File: src/rtl/router_pkt_reg.sv
// Router packet register stage: header/payload/parity framing, per-channel
// FIFO write steering, running check value and a skid buffer for FIFO stalls.
module router_pkt_reg #(
  parameter int DW          = 8,
  parameter int NCH         = 3,
  parameter int PARITY_MODE = 0,
  parameter int SKID_DEPTH  = 2
) (
  input  logic           clk,
  input  logic           reset,
  input  logic           packet_valid,
  input  logic [DW-1:0]  datain,
  input  logic [NCH-1:0] fifo_full,
  input  logic [NCH-1:0] fifo_empty,
  output logic [NCH-1:0] write_enb,
  output logic [DW-1:0]  dout,
  output logic           busy,
  output logic           parity_done,
  output logic           low_packet_valid,
  output logic           err,
  output logic           drop,
  output logic [15:0]    err_count
);

  localparam int AW = (NCH > 1) ? $clog2(NCH) : 1;
  localparam int PW = (SKID_DEPTH > 1) ? $clog2(SKID_DEPTH) : 1;
  localparam int CW = $clog2(SKID_DEPTH + 1);

  typedef enum logic [2:0] {
    IDLE,
    WAIT_EMPTY,
    LOAD_DATA,
    DRAIN,
    CHECK,
    DROP
  } state_t;

  state_t state;
  state_t state_n;

  logic [AW-1:0]  ch;
  logic [AW-1:0]  addr;
  logic [AW-1:0]  ch_sel;
  logic [NCH-1:0] oh_sel;
  logic [DW-1:0]  hdr;
  logic [DW-1:0]  chk;
  logic [DW-1:0]  rx_par;
  logic           ovf;

  logic [DW-1:0]  skid [SKID_DEPTH];
  logic [PW-1:0]  head;
  logic [PW-1:0]  tail;
  logic [CW-1:0]  cnt;
  logic [CW-1:0]  cnt_n;

  logic addr_ok;
  logic full_sel;
  logic acc;
  logic hdr_acc;
  logic beat_wr;
  logic direct;
  logic push;
  logic pop;
  logic lost;
  logic busy_n;
  logic hdr_go;

  function automatic logic [DW-1:0] fold(
    input logic [DW-1:0] a,
    input logic [DW-1:0] b
  );
    if (PARITY_MODE == 1) return a + b;
    return a ^ b;
  endfunction

  function automatic logic [PW-1:0] inc(input logic [PW-1:0] p);
    if (p == PW'(SKID_DEPTH - 1)) return '0;
    return p + 1'b1;
  endfunction

  always_comb begin
    addr     = datain[AW-1:0];
    addr_ok  = int'(addr) < NCH;
    ch_sel   = (state == IDLE) ? addr : ch;
    oh_sel   = {{(NCH-1){1'b0}}, 1'b1} << ch_sel;
    full_sel = fifo_full[ch_sel];
    acc      = !busy &&
               ((state == IDLE && packet_valid) || state == LOAD_DATA);
    hdr_acc  = acc && state == IDLE;
    // Headers bound for a busy FIFO are parked in hdr, not written yet.
    beat_wr  = acc && (state == LOAD_DATA ||
                       (addr_ok && fifo_empty[ch_sel]));
    hdr_go   = state == WAIT_EMPTY && fifo_empty[ch];
    pop      = cnt != '0 && !full_sel;
    direct   = beat_wr && cnt == '0 && !full_sel;
    push     = beat_wr && !direct &&
               (cnt < CW'(SKID_DEPTH) || pop);
    lost     = beat_wr && !direct && !push;
    cnt_n    = cnt + CW'(push) - CW'(pop);
  end

  always_comb begin
    state_n = state;
    case (state)
      IDLE: begin
        if (hdr_acc) begin
          if (!addr_ok)                state_n = DROP;
          else if (fifo_empty[ch_sel]) state_n = LOAD_DATA;
          else                         state_n = WAIT_EMPTY;
        end
      end
      WAIT_EMPTY: if (hdr_go) state_n = LOAD_DATA;
      LOAD_DATA:  if (acc && !packet_valid) state_n = DRAIN;
      DRAIN:      if (cnt == '0) state_n = CHECK;
      CHECK:      state_n = IDLE;
      DROP:       if (!busy && !packet_valid) state_n = IDLE;
      default:    state_n = IDLE;
    endcase
  end

  // DROP keeps busy low so the rest of a bad packet can be sunk.
  always_comb begin
    busy_n = hdr_acc || cnt_n != '0 ||
             !(state_n inside {IDLE, LOAD_DATA, DROP}) ||
             (state_n == LOAD_DATA && full_sel);
  end

  always_ff @(posedge clk) begin
    if (reset) begin
      state            <= IDLE;
      ch               <= '0;
      hdr              <= '0;
      chk              <= '0;
      rx_par           <= '0;
      ovf              <= 1'b0;
      head             <= '0;
      tail             <= '0;
      cnt              <= '0;
      write_enb        <= '0;
      dout             <= '0;
      busy             <= 1'b0;
      parity_done      <= 1'b0;
      low_packet_valid <= 1'b0;
      err              <= 1'b0;
      drop             <= 1'b0;
      err_count        <= '0;
    end else begin
      state            <= state_n;
      busy             <= busy_n;
      cnt              <= cnt_n;
      write_enb        <= '0;
      parity_done      <= 1'b0;
      low_packet_valid <= 1'b0;
      err              <= 1'b0;
      drop             <= 1'b0;

      if (hdr_acc) begin
        ch  <= addr;
        hdr <= datain;
        chk <= datain;
      end

      if (acc && state == LOAD_DATA) begin
        if (packet_valid) begin
          chk <= fold(chk, datain);
        end else begin
          rx_par           <= datain;
          low_packet_valid <= 1'b1;
        end
      end

      if (direct) begin
        write_enb <= oh_sel;
        dout      <= datain;
      end else if (pop) begin
        write_enb <= oh_sel;
        dout      <= skid[head];
        head      <= inc(head);
      end

      if (push) begin
        skid[tail] <= datain;
        tail       <= inc(tail);
      end

      if (hdr_go) begin
        write_enb <= oh_sel;
        dout      <= hdr;
      end

      if (state == IDLE) ovf <= 1'b0;
      if (lost)          ovf <= 1'b1;

      if (state == DRAIN && state_n == CHECK) begin
        parity_done <= 1'b1;
        if (chk != rx_par || ovf) begin
          err <= 1'b1;
          if (err_count != 16'hFFFF) err_count <= err_count + 16'd1;
        end
      end

      if (state == DROP && state_n == IDLE) drop <= 1'b1;
    end
  end

endmodule
File: config.mk
export PLATFORM = sky130hd
export DESIGN_NAME = router_pkt_reg
export DESIGN_NICKNAME = d
export VERILOG_FILES = /design/src/rtl/router_pkt_reg.sv
export SDC_FILE = /design/constraint.sdc
export NUM_CORES = 1
export LEC_CHECK = 0
export BUFFER_PORTS_ARGS = -buffer_cell sky130_fd_sc_hd__buf_2
export CAP_MARGIN = 20
export CORE_MARGIN = 3
export CORE_UTILIZATION = 58
export DETAILED_ROUTE_END_ITERATION = 6
export PLACE_DENSITY = 0.78
export SLEW_MARGIN = 20
export SYNTH_ARGS = -nofsm -noshare
export SYNTH_HDL_FRONTEND = slang
export SYNTH_SLANG_ARGS = --single-unit
export TNS_END_PERCENT = 100
File: constraint.sdc
create_clock -name clk -period 5.2 [get_ports clk]
set_clock_uncertainty 0.2 [all_clocks]
set_input_delay 1.56 -clock clk [delete_from_list [all_inputs] [get_ports clk]]
set_output_delay 1.56 -clock clk [all_outputs]
set_load 0.01 [all_outputs]
# Word-level counts from Yosys, hierarchy flattened
# Memory sizes are Yosys's and may differ from the RTL's. A register that Yosys moved wholly into a read port is not among the register bits.
# Index checks and enable logic that the tools add are counted.
# totals
reg_bits,66
mem_bits_rw,16
in_bits,17
out_inout_bits,32
wordCells,132
mem_count,1
# memory_table
name,words,width,rd,rd_clocked_by_memory_dff,wr,line_no,source
skid,2,8,1,1,1,50,logic [DW-1:0] skid [SKID_DEPTH];
# classes
n_addsub,5
n_lt_le_gt_ge,4
n_eq_ne,9
n_shift,1
mux,46
bitwise_logic,5
n_reduce_logical,44
# op_table
operator,count
$mux 8,6
$mux 3,9
$mux 1,25
$logic_and 1x1->1,18
$add 16x1->16 const B,1
$ne 16x16->1 const B,1
$pmux 3 s5,1
$eq 3x2->1 const B,3
$eq 3x3->1 const B,3
$ne 8x8->1,1
$xor 8x8->8,1
$logic_or 1x1->1,7
$bmux 1 s2,3
$logic_not 1->1,6
$logic_not 3->1,2
$lt 2x3->1 const B,2
$reduce_bool 2->1,3
$reduce_bool 3->1,2
$lt 2x2->1 const B,2
$mux 2,2
$not 1->1,4
$reduce_and 2->1,2
$reduce_or 2->1,2
$eq 3x1->1 const B,1
6 further kinds,7

# Logic depth before layout (Yosys ltp)
# Gate-level depths: netlist of the first run.
# depth
depth_word,18
ltp_mapped,15
depth_no_buf,14

# Least setup slack after synthesis of the first run
# OpenSTA, ideal clock, no wires.
# synth_timing
kind,input -> register
from,input port datain[0]
to,register busy
setup_time_ns,0.114
t_arrival_ns,4.047
required_ns,4.886
path_slack_ns,0.839
stages,14
n_path_buf,0
cell_sequence,or4b_4 and3_1 o21bai_4 nand2_1 a21bo_1 or2_1 ha_1 inv_1 ha_1 xnor2_1 xnor2_1 nor3_1 a21oi_1 a21o_1
# synth_via
elab_chain_cells,17
word_cells_on_any_way,33
classes_between,add/sub (2); order compare (1); eq/ne (2); mux (9); reduce/logical (19)
# synth_lines
element,line_no,source
"start, declared",12,"input logic [DW-1:0] datain,"
$mux 2,84,ch_sel = (state == IDLE) ? addr : ch;
$bmux 1 s2,"92, 108",
$mux 1 (not written as such),"92, 108",
$logic_and 1x1->1,92,(addr_ok && fifo_empty[ch_sel]));
$logic_or 1x1->1,91,beat_wr = acc && (state == LOAD_DATA ||
$logic_and 1x1->1,91,
$logic_and 1x1->1 (2 in a row),95,direct = beat_wr && cnt == '0 && !full_sel;
$logic_not 1->1,96,push = beat_wr && !direct &&
$logic_and 1x1->1 (2 in a row),96,
$add 2x1->2,99,cnt_n = cnt + CW'(push) - CW'(pop);
$sub 2x1->2,99,
$reduce_bool 2->1,123,busy_n = hdr_acc || cnt_n != '0 ||
$logic_or 1x1->1 (2 in a row),123,
$logic_or 1x1->1 *,124,"!(state_n inside {IDLE, LOAD_DATA, DROP}) ||"
"end signal, assigned",149,busy <= busy_n;
"end, declared",17,"output logic busy,"
# Mark *: on every way between the ends. The rest lies on a longest branch, timed or not. The select of a mux whose other input is x is not followed.
# A chain may end at the register's enable or synchronous reset.

# Worst setup path after layout of the first run
# Ends and elaborated chain as after synthesis.

==> results of run 1 <==
[placed cells by master, fill, tap and decap left out, types with 4 or more instances in the layout]
cell and count:
o21ai_0 10, o211ai_1 4, a311oi_2 5, nor2_1 60, clkbuf_8 9, nor3_1 5, buf_4 4, nand2_1 40
o21ai_1 6, nor2b_1 7, nand3_1 9, dfxtp_1 65, buf_2 48, a21oi_1 15, nand4_1 13, xnor2_1 6
mux2i_1 19, edfxtp_1 16, inv_1 4, xor2_1 20, o211ai_2 6, o221ai_1 6, and2_1 4
[kinds of logic after synthesis]
kind of cell,synth area share
DFF,0.464
xor gates and xnor gates,0.0593
and+or+nand+nor,0.221
muxes,0.0524
adders and majority gates,0.00977
AOI/OAI and AO/OA,0.158
buffers and inverters,0.0358
[sequential cells by signal (all words and copies together) (netlist names), 2 cells and up, named ones only]
signal,count
rx_par,8
cnt,2
err_count,16
skid,16
write_enb,3
state,3
dout,8
chk,8
hdr,7
[cell usage after synthesis (2+ instances only)]
master    number  area [um^2]
nand3_1        9         45.0
buf_2          4         20.0
nor4b_4        2         47.6
inv_1          4         15.0
and3b_1        2         17.5
nand4_1       13         81.3
buf_6          3         33.8
o21ai_0       10         50.1
o31ai_1        2         15.0
nand2_1       40          150
xnor2_1        6         52.6
dfxtp_1       65         1300
o22a_1         2         17.5
o211ai_1       4         30.0
clkbuf_1      13         48.8
a311oi_2       5         75.1
xor2_1        20          175
a311oi_1       3         26.3
o211ai_2       6         75.1
nor3b_2        2         25.0
ha_1           3         37.5
buf_1          2         7.51
nor4_1         2         12.5
nor2b_1        7         43.8
a21oi_1       15         75.1
a21bo_1        2         20.0
o21ai_1        6         30.0
a21o_1         3         22.5
mux2i_1       19          190
o221ai_1       6         52.6
nor2_1        60          225
and2_1         4         25.0
and3_1         3         18.8
edfxtp_1      16          480
nand2b_1       3         18.8
a22oi_1        3         22.5
nor3_1         5         25.0
[power by group through the flow]
stage | logic (uW) | clock network [uW] | registers [uW]
5_1_grt | 713 | 541 | 819
2_1_floorplan | 525 | 0 | 804
4_1_cts | 640 | 513 | 807
3_3_place_gp | 621 | 0 | 816
6_report | 642 | 504 | 807
3_5_place_dp | 638 | 0 | 820
[stage by stage]
step	cell area, um^2	cells	power [uW]	hold WS (ns)
after floorplan	3840	398	1330	0.237
after global placement	4090	503	1440	0.242
after detailed placement	4090	503	1460	0.250
after CTS	4310	519	1960	0.263
after global routing	4310	520	2070	0.279
final	4310	520	1950	0.259
[worst max-delay path by stage]
stage	from	to	slack, ns	cells after the start
5_1_grt	datain[0]	busy	0.69	15
3_5_place_dp	datain[0]	busy	0.52	15
4_1_cts	datain[0]	busy	0.87	15
2_1_floorplan	datain[0]	busy	0.84	14
6_report	datain[0]	busy	0.85	15
3_3_place_gp	datain[0]	busy	0.58	15
[worst max-delay path, delay by kind of cell]
kind	cells	cell delay [ns]
and+or+nand+nor	5	1.25
AOI/OAI and AO/OA	4	0.70
adders and majority gates	2	0.47
xor gates and xnor gates	2	0.28
buffers and inverters	2	0.12
[per-layer routing]
| layer | share of wire | global-route usage | wire [um] |
|---|---|---|---|
| met1 | 0.44 | 0.289 | 3600 |
| met2 | 0.48 | 0.366 | 3930 |
| met3 | 0.052 | 0.0492 | 419 |
| met4 | 0.022 | 0.109 | 177 |
| met5 | 0 | 0 | 0 |
[cell type report]
type / count / area [um^2] / area share
Inverter: 4 / 15.0 / 0.00349
Clock buffer: 10 / 128 / 0.0296
Timing Repair Buffer: 52 / 270 / 0.0627
Multi-Input combinational cell: 289 / 1920 / 0.446
Sequential cell: 81 / 1780 / 0.414
Tap cell: 77 / 96.3 / 0.0224
Antenna cell: 1 / 2.50 / 0.000581
Clock inverter: 6 / 91.3 / 0.0212
==> impl_metrics.py, run 1 <==
metrics = {
    "worst_setup_path": {
        "startpoint_type": "primary input",
        "timing.rr.end": "busy",
        "crit_type": "primary input to flip-flop",
        "regToRegSetupSlack_ns": 1.50,
        "regToRegStartpoint": "state[2]",
        "reg2reg_depth": 14,
        "slowest_delay_ns": 0.49,
        "crit_arrival_ns": 4.39,
        "slowest_stage": "or4b_4",
        "required_ns": 5.24,
        "endpoint_kind": "flip-flop",
        "crit_path_max_fanout": 5,
        "worstPathCellList": "buf_2, or4b_4, and3_1, o21bai_4, nand2_1, a21bo_1, or2_1, ha_1, inv_1, ha_1, xnor2_1, xnor2_1, nor3_1, a21oi_1, a21o_1",
    },
    "timing": {
        "rsz0062_at_grt": "false",
        "tightest_slew_ns": 0.962,
        "clock.fmax_ghz": 0.230,
        "layout_setup_ws_ns": 0.852,
        "min_period_ns": 4.35,
        "relSlewSlack": 0.357,
        "setup_viol": 0,
        "drv_slew": 0,
        "fin_tns_setup_ns": 0,
        "fin_crit_sh": 0.836,
        "finalHoldViolations": 0,
    },
    "yosys": {
        "synthArstFlopShare": 0,
        "synth_warnings": 0,
        "ys_ff_latch": 81,
        "synth_edf_count": 16,
        "synth_cell_types": 61,
        "ys.flop_type": "dfxtp_1",
        "syn_area_um2": 3840,
        "ys_seq_area_frac": 0.464,
        "synth_nets": 418,
        "synth.avg_cell_area_um2": 9.65,
        "syn_inst": 398,
    },
    "placed_design": {
        "io_buffers": 48,
        "post-place-ws_ns": 0.516,
        "gp_congestion": 0.936,
        "dp_hpwl_um": 5680,
    },
    "clocking": {
        "clk_pin_slew_ns": 0.09,
        "htree_levels": 3,
        "holdBufCountCts": 0,
        "clock-sinks": 81,
        "cts-root-buf": "clkbuf_8",
        "numCtsBuffers": 9,
        "tritoncts": "done",
        "clock_path_buffers": 2,
        "clock_latency_ns": 0.35,
        "postCtsSetupRepairBufs": 0,
        "cts_resized": 0,
    },
    "floorplanning": {
        "fp.dieH_um": 87.4,
        "die_area_um2": 7640,
        "ios": 49,
        "rows": 29,
        "initial_core_util": 0.602,
        "die_w_um": 87.4,
        "core_area_um2": 6390,
    },
    "finish": {
        "drive_gt1_frac": 0.206,
        "nNetsFinal": 457,
        "n_fill_cell": 506,
        "syn2layout_area_growth_pct": 12.1,
        "final_util": 0.675,
    },
    "power": {
        "combPwrFrac": 0.329,
        "power_density_nw_per_um2": 453,
        "swShare": 0.350,
        "peakVddDrop_uv": 265,
        "power.share.clock": 0.258,
        "p_leak_uw": 0.00170,
        "pwr-share-seq": 0.413,
        "p_int_uw": 1270,
        "p_sw_uw": 683,
    },
    "global_route": {
        "grt_max_degree": 40,
        "track_usage": 0.228,
        "grt_antenna_before_repair": 1,
        "grt_pass1_wl_um": 13700,
        "grt_pass1_vias": 2886,
        "grt_overflow_total": 0,
    },
    "hold_path": {
        "hp-start": "hdr[3]",
        "worstHoldPathType": "flip-flop to flip-flop",
        "holdPathEnd": "hdr[3]",
        "hold_path_depth": 2,
    },
    "routing": {
        "via_per_inst": 5.81,
        "routed_wl_um": 8130,
        "ant_nets": 0,
        "drc_errors": 0,
        "via_count": 3021,
        "first_iter_violations": 187,
        "routedWlPerCell_um": 15.6,
        "drt_first_pass_iters": 4,
    },
    "run": {
        "cap_violations": 0,
    },
    "run_status": {
        "status": "complete, no violations",
    },
}
(Power assumes the default switching activity.)
==> run 2, diff against run 1 <==
--- a/config.mk
+++ b/config.mk
@@ -5,6 +5,7 @@
 export SDC_FILE = /design/constraint.sdc
 export NUM_CORES = 1
 export LEC_CHECK = 0
+export ABC_AREA = 1
 export BUFFER_PORTS_ARGS = -buffer_cell sky130_fd_sc_hd__buf_2
 export CAP_MARGIN = 20
 export CORE_MARGIN = 3
==> constraint.sdc (replaced) <==
create_clock -name clk -period 4.1 [get_ports clk]
set_clock_uncertainty 0.2 [all_clocks]
set_input_delay 1.23 -clock clk [delete_from_list [all_inputs] [get_ports clk]]
set_output_delay 1.23 -clock clk [all_outputs]
set_load 0.01 [all_outputs]
==> run 2 against run 1 <==
Compared with the run above:
- count of clock-buffer cells in the layout up 1
- worst setup slack worse by 0.43 ns
- cell area up 2.5%
- clock power about the same
- sequential power up 35%
- first-iteration DRC count down 10%
- non-clock buffer count up 5
- critical path depth up 3
- sequential share of layout area down 1.0 points
- critical path type unchanged
- critical endpoint unchanged
- largest power group is now combinational logic
==> impl_metrics.py, run 2 <==
metrics = {
    "worst_setup_path": {
        "slowest_stage": "ha_1",
        "worst-path-buf-inv": 3,
        "worstPathCellList": "buf_2, inv_1, nand3_1, nand2_1, nand3_1, nand2_4, nor2_8, nand2_4, nand3_2, ha_1, inv_1, ha_1, xnor2_1, xor2_1, nand3_1, or2_2, a21oi_1, a21oi_1",
        "startpoint_type": "primary input",
        "critPathTopFamily": "simple AND/OR/NAND/NOR gates",
        "path_common_cell": "nand3_1",
        "endpoint_kind": "flip-flop",
        "required_ns": 4.13,
        "crit_arrival_ns": 3.71,
        "crit_path_max_fanout": 9,
        "crit_type": "primary input to flip-flop",
        "slowest_delay_ns": 0.30,
    },
    "global_route": {
        "grt_overflow_total": 0,
        "grt_antenna_before_repair": 0,
        "grt_max_degree": 26,
        "grt_pass1_vias": 3145,
        "grt_pass1_wl_um": 14400,
        "track_usage": 0.239,
    },
    "finish": {
        "instances_no_fill": 634,
        "final_util": 0.684,
        "reg_top3": "err_count (16), skid (16)",
        "layout_commonest_cell": "nand2_1",
        "n_antenna_cell": 0,
        "fin_area_um2": 4420,
        "drive_gt1_frac": 0.162,
        "nNetsFinal": 572,
        "n_fill_cell": 562,
        "layout_common_cells": "88 x nand2_1, 65 x dfxtp_1, 59 x inv_1",
        "syn2layout_area_growth_pct": 12.0,
    },
    "timing": {
        "tightest_slew_ns": 0.807,
        "fin_tns_setup_ns": 0,
        "clock.fmax_ghz": 0.272,
        "min_period_ns": 3.68,
        "drv_slew": 0,
        "setup_viol": 0,
        "fin_crit_sh": 0.897,
        "relSlewSlack": 0.460,
        "whs_ns": 0.253,
        "rsz0062_at_grt": "false",
        "finalHoldViolations": 0,
    },
    "clocking": {
        "cts-root-buf": "clkbuf_8",
        "cts_resized": 0,
        "htree_levels": 3,
        "clock-sinks": 81,
        "holdBufCountCts": 0,
        "clock_latency_ns": 0.35,
        "clock_path_buffers": 2,
        "tritoncts": "done",
        "numCtsBuffers": 9,
        "clk_pin_slew_ns": 0.08,
        "postCtsSetupRepairBufs": 0,
    },
    "yosys": {
        "synth.avg_cell_area_um2": 7.87,
        "ys_ff_latch": 81,
        "synth_nets": 521,
        "syn_area_um2": 3950,
        "yosysMostFrequentCell": "nand2_1",
        "synth_largest_area_cell": "dfxtp_1",
        "ys_top_cells_by_count": "88 x nand2_1, 65 x dfxtp_1, 59 x inv_1",
        "synth_top_cell_area_share": 0.330,
        "ys.flop_type": "dfxtp_1",
        "synth_cell_types": 38,
        "synth_edf_count": 16,
        "synthArstFlopShare": 0,
        "syn_inst": 501,
        "ys_seq_area_frac": 0.452,
        "synth_top_cells_by_area": "dfxtp_1 33%, edfxtp_1 12%, nand2_1 8.4%",
        "synth_warnings": 0,
    },
    "power": {
        "p_leak_uw": 0.00201,
        "peakVddDrop_uv": 260,
        "power_density_nw_per_um2": 628,
    },
    "run_status": {
        "status": "complete, no violations",
    },
    "placed_design": {
        "io_buffers": 48,
        "gp_congestion": 0.881,
        "dp.cells": 618,
        "dp_hpwl_um": 6210,
        "placed_area_um2": 4250,
    },
    "floorplanning": {
        "die_area_um2": 7830,
        "core_area_um2": 6460,
        "initial_core_util": 0.611,
        "ios": 49,
        "die_w_um": 88.5,
        "fp.dieH_um": 88.5,
        "rows": 29,
    },
    "routing": {
        "via_count": 3458,
        "routed_wl_um": 8730,
        "drc_errors": 0,
        "via_per_inst": 5.45,
        "ant_nets": 0,
        "first_iter_violations": 168,
        "routedWlPerCell_um": 13.8,
        "drt_first_pass_iters": 4,
    },
    "run": {
        "cap_violations": 0,
    },
    "hold_path": {
        "worstHoldPathType": "flip-flop to flip-flop",
    },
}
[run 2: changes by cell type in the layout (fill, tap and decap cells not counted), sizes merged, moves of 5 or more]
cell / before / now
nand3b: 1 / 8
nand3: 10 / 37
o221ai: 6 / 0
a211oi: 1 / 6
xor2: 20 / 11
o211ai: 10 / 0
buf: 52 / 57
inv: 5 / 61
a21oi: 15 / 44
nor2b: 7 / 0
a311oi: 8 / 0
xnor2: 6 / 14
mux2i: 19 / 8
nand2: 40 / 96
[run 2: power breakdown]
part           switching [uW]  internal [uW]  total, uW
registers                 118            973       1090
clock network             285            220        505
logic                     739            437       1180
total                    1140           1630       2770
[run 2: metrics by stage]
stage          power, uW  setup WS (ns)
6_report            2770          0.424
5_1_grt             2990          0.245
4_1_cts             2780          0.432
3_5_place_dp        2280         0.0552
3_3_place_gp        2250          0.163
2_1_floorplan       2010          0.406
[run 2: logic make-up (layout without fill, tap and decap cells)]
logic type,Yosys count,after routing,share of synthesized area
DFF,81,81,0.452
buffers and inverters,78,134,0.0825
and+or+nand+nor,226,226,0.268
AOI/OAI and AO/OA,80,80,0.112
xor gates and xnor gates,25,25,0.0555
adders and majority gates,3,3,0.00952
muxes,8,8,0.0203
[run 2: layer usage]
layer | routed length [um] | GRT usage | up-vias
li1 | - | - | 1747
met1 | 4000 | 0.324 | 1597
met2 | 4160 | 0.379 | 103
met3 | 440 | 0.0391 | 11
met4 | 134 | 0.100 | 0
met5 | 0 | 0 | -
[run 2: area by class of cell]
| class | instances | area [um^2] | area share |
|---|---|---|---|
| Tap cell | 77 | 96.3 | 0.0218 |
| Clock buffer | 11 | 131 | 0.0297 |
| Inverter | 61 | 229 | 0.0518 |
| Timing Repair Buffer | 57 | 308 | 0.0697 |
| Sequential cell | 81 | 1780 | 0.403 |
| Clock inverter | 5 | 32.5 | 0.00737 |
| Multi-Input combinational cell | 342 | 1840 | 0.416 |
[run 2: final timing paths]
check / startpoint / cells past startpoint / end / slack (ns)
setup / recovery: datain[0] / 18 / busy / 0.42
hold / removal: head / 1 / flip-flop / 0.25
setup reg to reg: state[2] / 19 / busy / 0.88
hold reg to reg: head / 1 / flip-flop / 0.25
